--- src/rtl/ecall_unit_pkg.sv ---
// Shared constants and state encoding for the ecall service unit.
// Error codes are kept as 8-bit two's complement and sign-extended at use.
package ecall_unit_pkg;

   localparam int ECALL_STATE_BITS = 3;

   localparam int SYS_WRITE = 64;
   localparam int SYS_EXIT  = 93;

   localparam logic [7:0] ERR_EBADF  = 8'hF7;  // -9
   localparam logic [7:0] ERR_ENOSYS = 8'hDA;  // -38

   typedef enum logic [ECALL_STATE_BITS-1:0] {
      S_IDLE    = 3'd0,
      S_RD_REQ  = 3'd1,
      S_RD_WAIT = 3'd2,
      S_SEND    = 3'd3,
      S_DONE    = 3'd4,
      S_HALT    = 3'd5
   } ecall_state_e;

endpackage

--- src/rtl/ecall_unit.sv ---
// Services ecall write/exit for the single-cycle core, stalling the PC while busy.
// tx handshake: a byte moves on a cycle with tx_valid=1 and tx_ready=1; until then tx_valid and tx_data hold.
module ecall_unit
   import ecall_unit_pkg::*;
#(
   parameter int XLEN = 64
) (
   input  logic            clk,
   input  logic            reset,
   input  logic            ecall,
   input  logic [XLEN-1:0] a0,
   input  logic [XLEN-1:0] a1,
   input  logic [XLEN-1:0] a2,
   input  logic [XLEN-1:0] a7,
   output logic            stall,
   output logic            halted,
   output logic [7:0]      exit_code,
   output logic            mem_req,
   output logic [XLEN-1:0] mem_addr,
   input  logic [7:0]      mem_rdata,
   output logic            tx_valid,
   output logic [7:0]      tx_data,
   input  logic            tx_ready,
   output logic            wb_en,
   output logic [XLEN-1:0] wb_data,
   output logic [ECALL_STATE_BITS-1:0] fsm_state
);

   ecall_state_e    state;
   logic [XLEN-1:0] ptr;
   logic [XLEN-1:0] cnt;
   logic [XLEN-1:0] total;
   logic            fd_ok;

   function automatic logic [XLEN-1:0] sext8(input logic [7:0] v);
      return {{(XLEN-8){v[7]}}, v};
   endfunction

   assign fd_ok     = (a0 == XLEN'(1)) || (a0 == XLEN'(2));
   assign fsm_state = state;

   // Combinational so the PC is frozen in the very cycle an ecall is decoded.
   assign stall = ((state == S_IDLE) && ecall) ||
                  (state == S_RD_REQ) || (state == S_RD_WAIT) ||
                  (state == S_SEND)   || (state == S_HALT);

   always_ff @(posedge clk) begin
      if (reset) begin
         state     <= S_IDLE;
         ptr       <= '0;
         cnt       <= '0;
         total     <= '0;
         halted    <= 1'b0;
         exit_code <= 8'h00;
         mem_req   <= 1'b0;
         mem_addr  <= '0;
         tx_valid  <= 1'b0;
         tx_data   <= 8'h00;
         wb_en     <= 1'b0;
         wb_data   <= '0;
      end else begin
         mem_req <= 1'b0;
         wb_en   <= 1'b0;
         case (state)
            S_IDLE: begin
               if (ecall) begin
                  if (a7 == XLEN'(SYS_EXIT)) begin
                     state     <= S_HALT;
                     halted    <= 1'b1;
                     exit_code <= a0[7:0];
                  end else if (a7 == XLEN'(SYS_WRITE)) begin
                     if (a2 == '0) begin
                        state   <= S_DONE;
                        wb_en   <= 1'b1;
                        wb_data <= '0;
                     end else if (fd_ok) begin
                        ptr      <= a1;
                        cnt      <= a2;
                        total    <= a2;
                        state    <= S_RD_REQ;
                        mem_req  <= 1'b1;
                        mem_addr <= a1;
                     end else begin
                        state   <= S_DONE;
                        wb_en   <= 1'b1;
                        wb_data <= sext8(ERR_EBADF);
                     end
                  end else begin
                     state   <= S_DONE;
                     wb_en   <= 1'b1;
                     wb_data <= sext8(ERR_ENOSYS);
                  end
               end
            end
            S_RD_REQ: state <= S_RD_WAIT;
            S_RD_WAIT: begin
               tx_data  <= mem_rdata;
               tx_valid <= 1'b1;
               state    <= S_SEND;
            end
            S_SEND: begin
               if (tx_ready) begin
                  tx_valid <= 1'b0;
                  ptr      <= ptr + XLEN'(1);
                  cnt      <= cnt - XLEN'(1);
                  if (cnt == XLEN'(1)) begin
                     state   <= S_DONE;
                     wb_en   <= 1'b1;
                     wb_data <= total;
                  end else begin
                     state    <= S_RD_REQ;
                     mem_req  <= 1'b1;
                     mem_addr <= ptr + XLEN'(1);
                  end
               end
            end
            S_DONE:  state <= S_IDLE;
            S_HALT:  state <= S_HALT;
            default: state <= S_IDLE;
         endcase
      end
   end

endmodule

--- config.mk ---
export PLATFORM = sky130hd
export DESIGN_NAME = ecall_unit
export DESIGN_NICKNAME = d
export VERILOG_FILES = /design/src/rtl/ecall_unit_pkg.sv /design/src/rtl/ecall_unit.sv
export SDC_FILE = /design/constraint.sdc
export NUM_CORES = 1
export LEC_CHECK = 0
export ABC_AREA = 0
export BUFFER_PORTS_ARGS = -buffer_cell sky130_fd_sc_hd__buf_2
export CAP_MARGIN = 20
export CORE_MARGIN = 10
export CORE_UTILIZATION = 49
export DETAILED_ROUTE_END_ITERATION = 8
export PLACE_DENSITY = 0.75
export SYNTH_ARGS = -nofsm -noshare
export SYNTH_HDL_FRONTEND = slang
export SYNTH_SLANG_ARGS = --single-unit
--- constraint.sdc ---
create_clock -name clk -period 3.27 [get_ports clk]
set_clock_uncertainty 0.15 [all_clocks]
set_input_delay 0.327 -clock clk [delete_from_list [all_inputs] [get_ports clk]]
set_output_delay 0.327 -clock clk [all_outputs]
set_load 0.01 [all_outputs]
==> run_results.csv <==
group,metric,value,unit
synth,synth_nets,2539,
clock_network,cts_made_buffers,38,
synth,syn-cell-area,17100,um2
floorplanning,fp.dieW,207,um
global_routing,grt_overflow,0,
sta,finalMaxSlewViolations,0,
global_routing,first_global_vias,18400,
worst_setup_path,crit_type,"register to register",
floorplanning,io_pins,420,
job,drv_cap,0,
synth,ys.flop_type,"dfxtp_1",
layout,final_nets,2995,
clock_network,cts_tree,"built",
clock_network,cts_root_buf,"clkbuf_16",
worst_setup_path,critical_path_buf_inv_count,2,
route,via_count,19100,
sta,slew_headroom,41.2,%
sta,fin_ws,0.0777,ns
synth,netlist-cell-type-count,63,
clock_network,cts_sinks,343,
sta,hold_viol_final,0,
sta,finalCritPeriodShare,97.6,%
status,status,"completed",
global_routing,antenna_found_initial,1,
clock_network,clockBufferDepth,3,
layout,syn_to_final_growth,30.5,%
worst_setup_path,cp_max_fo,31,
clock_network,htree_levels,2,
sta,tns,0,ns
worst_setup_path,cp_cell_sequence,"or4_1, or4_4, nor3_4, nand4bb_1, o22ai_4, buf_12, buf_12, nor2_1, a211oi_2",
placement,dp_hpwl,47200,um
route,drt-wirelength-per-cell,20.5,um
placement,routabilityCongestion,0.976,
worst_setup_path,crit_path_top_delay_cell,"or4_4",
worst_setup_path,crit_family,"simple AND/OR/NAND/NOR gates",
min_path,hold_path_class,"primary input to register",
synth,syn_avg_cell_area,7.53,um2
worst_setup_path,critPathLaunchType,"register",
route,final_antenna_net_count,0,
worst_setup_path,crit_path_frequent_cell,"buf_12",
global_routing,grt_max_degree,156,
synth,synth_warnings,0,
route,vias_per_cell,5.94,
route,drt_wl_total,65700,um
floorplanning,die-area,42700,um2
sta,min_period,3.19,ns
synth,synth_cells,2268,
global_routing,gr-usage-all-layers,29.3,%
power_and_ir_drop,ir_drop,0.431,mV
sta,setup_viol,0,
synth,synth_edf_count,0,
synth,async_flop_share,0,%
floorplanning,core-area,34500,um2
sta,tightestPinTransition,0.882,ns
floorplanning,start_util,49.6,%
route,drt_iter0_markers,1731,
power_and_ir_drop,power.density,478,nW/um2
global_routing,grt_pass1_wl,102000,um
clock_network,clk_pin_slew,0.06,ns
worst_setup_path,crit_path_end_kind,"register",
floorplanning,fp.dieH,207,um
synth,ys_seq_area_share,40.2,%
worst_setup_path,critPathMaxStageDelay,0.58,ns
placement,port-buffer-count,419,
worst_setup_path,critPathArrivalTime,3.47,ns
route,route.detailed.drc,0,
clock_network,worstSkewPairLatency,0.53,ns
synth,synth_seq_cells,343,
placement,place_ws,0.00781,ns
sta,fmax,313,MHz
layout,drive_gt1_share,24.4,%
power_and_ir_drop,leakage,8.97,nW
route,drtPass1Iterations,6,
floorplanning,rows,68,
sta,grt_setup_unrepaired,"no",
worst_setup_path,critPathRequiredTime,3.55,ns
layout,fin_util,64.7,%
-- cell usage after synthesis, types with 9 or more instances --
master | number | area [um2]
o21ai_0 | 175 | 876
a211oi_2 | 56 | 701
nor2_1 | 202 | 758
o21ai_1 | 30 | 150
o31ai_1 | 11 | 82.6
mux2i_1 | 13 | 130
nor4_1 | 89 | 557
nand4_1 | 34 | 213
o211ai_1 | 12 | 90.1
buf_4 | 11 | 82.6
a21oi_1 | 265 | 1330
nand3_1 | 100 | 500
nor3_1 | 46 | 230
buf_2 | 33 | 165
clkbuf_1 | 133 | 499
or4_1 | 12 | 90.1
a21o_1 | 9 | 67.6
xor2_1 | 17 | 149
and3_1 | 21 | 131
o41ai_1 | 13 | 114
o21a_1 | 9 | 67.6
a211oi_1 | 20 | 150
dfxtp_1 | 343 | 6870
and4_1 | 15 | 131
inv_1 | 11 | 41.3
xnor2_1 | 37 | 324
nand2_1 | 437 | 1640
or3_1 | 19 | 119
-- through the flow --
stage               cells  hold WS, ns  cell area [um2]  total power [mW]
global route         3210       0.0219            22300              11.0
global placement     3055        0.283            20100              5.99
finish               3210       0.0229            22300              10.7
CTS                  3206      0.00654            22200              10.6
detailed placement   3055        0.290            20100              6.02
floorplan            2268        0.282            17100              5.34
-- per-layer routing --
layer,share of wire [%],GRT usage [%],up-vias
met1,41,36.9,9083
met5,0,0,-
met2,49,50.3,854
li1,-,-,9026
met4,2.5,8.31,0
met3,7.6,5.07,111
-- flip-flops by register name, indices dropped and copies added, names as in the netlist --
register   count
cnt           64
exit_code      8
fsm_state      3
halted         1
mem_addr      64
mem_req        1
ptr           64
total         64
tx_data        8
tx_valid       1
wb_data       64
wb_en          1
-- layout by cell type, fill, tap and decap left out, types with 13 or more instances in the layout --
master	n
nor3_1	46
and4_1	15
xnor2_1	37
mux2i_1	13
buf_4	73
a211oi_2	56
buf_12	24
o21ai_1	30
xor2_1	17
buf_2	418
or3_1	19
and3_1	20
o21ai_0	175
dlygate4sd3_1	81
a211oi_1	20
nand4_1	34
a21oi_1	264
nor2_1	201
clkbuf_16	42
nand3_1	99
dfxtp_1	343
nor4_1	88
o41ai_1	13
nand2_1	437
-- report_power, final --
group	leakage (nW)	internal, mW	switching (mW)
clock	0.666	2.81	1.78
sequential	2.80	4.36	0.134
combinational	5.50	0.647	0.932
total	8.97	7.81	2.84
-- repair_timing --
item	in CTS	in global routing
hold buffers	81	0
endpoints found under the setup margin	2	84
setup buffers	0	2
gates resized for setup	1	4
pin swaps	0	2
gates cloned	0	1
endpoints found under the hold margin	81	0
-- worst paths after layout --
check	start	endpoint	slack [ns]	cells after the start
worst max-delay path	cnt[36]	wb_data[54]	0.08	9
worst min-delay path	a1[52]	ptr[52]	0.02	3
worst max register to register	cnt[36]	wb_data[54]	0.08	9
worst min register to register	mem_addr[43]	mem_addr[43]	0.30	2
-- cell type report --
cell class                      instances  area (um2)
Antenna cell                            1        2.50
Clock buffer                           57        1180
Clock inverter                         13         168
Fill cell                            2975       12200
Inverter                               12        47.5
Multi-Input combinational cell       1729        9480
Sequential cell                       343        6870
Tap cell                              455         569
Timing Repair Buffer                  600        3990
-- cells by family (layout without fill, tap and decap cells) --
| logic type | after synthesis | in the layout | synth area share [%] |
|---|---|---|---|
| flip-flops | 343 | 343 | 40.2 |
| other | 0 | 1 | 0 |
| multiplexers | 13 | 13 | 0.762 |
| AO/OA/AOI/OAI | 646 | 646 | 23.8 |
| AND/OR/NAND/NOR | 1013 | 1013 | 27.5 |
| buffers and inverters | 196 | 682 | 4.79 |
| adder cells (fa/ha/maj) | 3 | 3 | 0.220 |
| XOR/XNOR | 54 | 54 | 2.77 |
-- tightest hold or removal path, stage by stage --
cell	delay, ns
buf_2	0.08
nor2_1	0.07
o41ai_2	0.18
No activity file was read; power rests on OpenSTA's default activity.
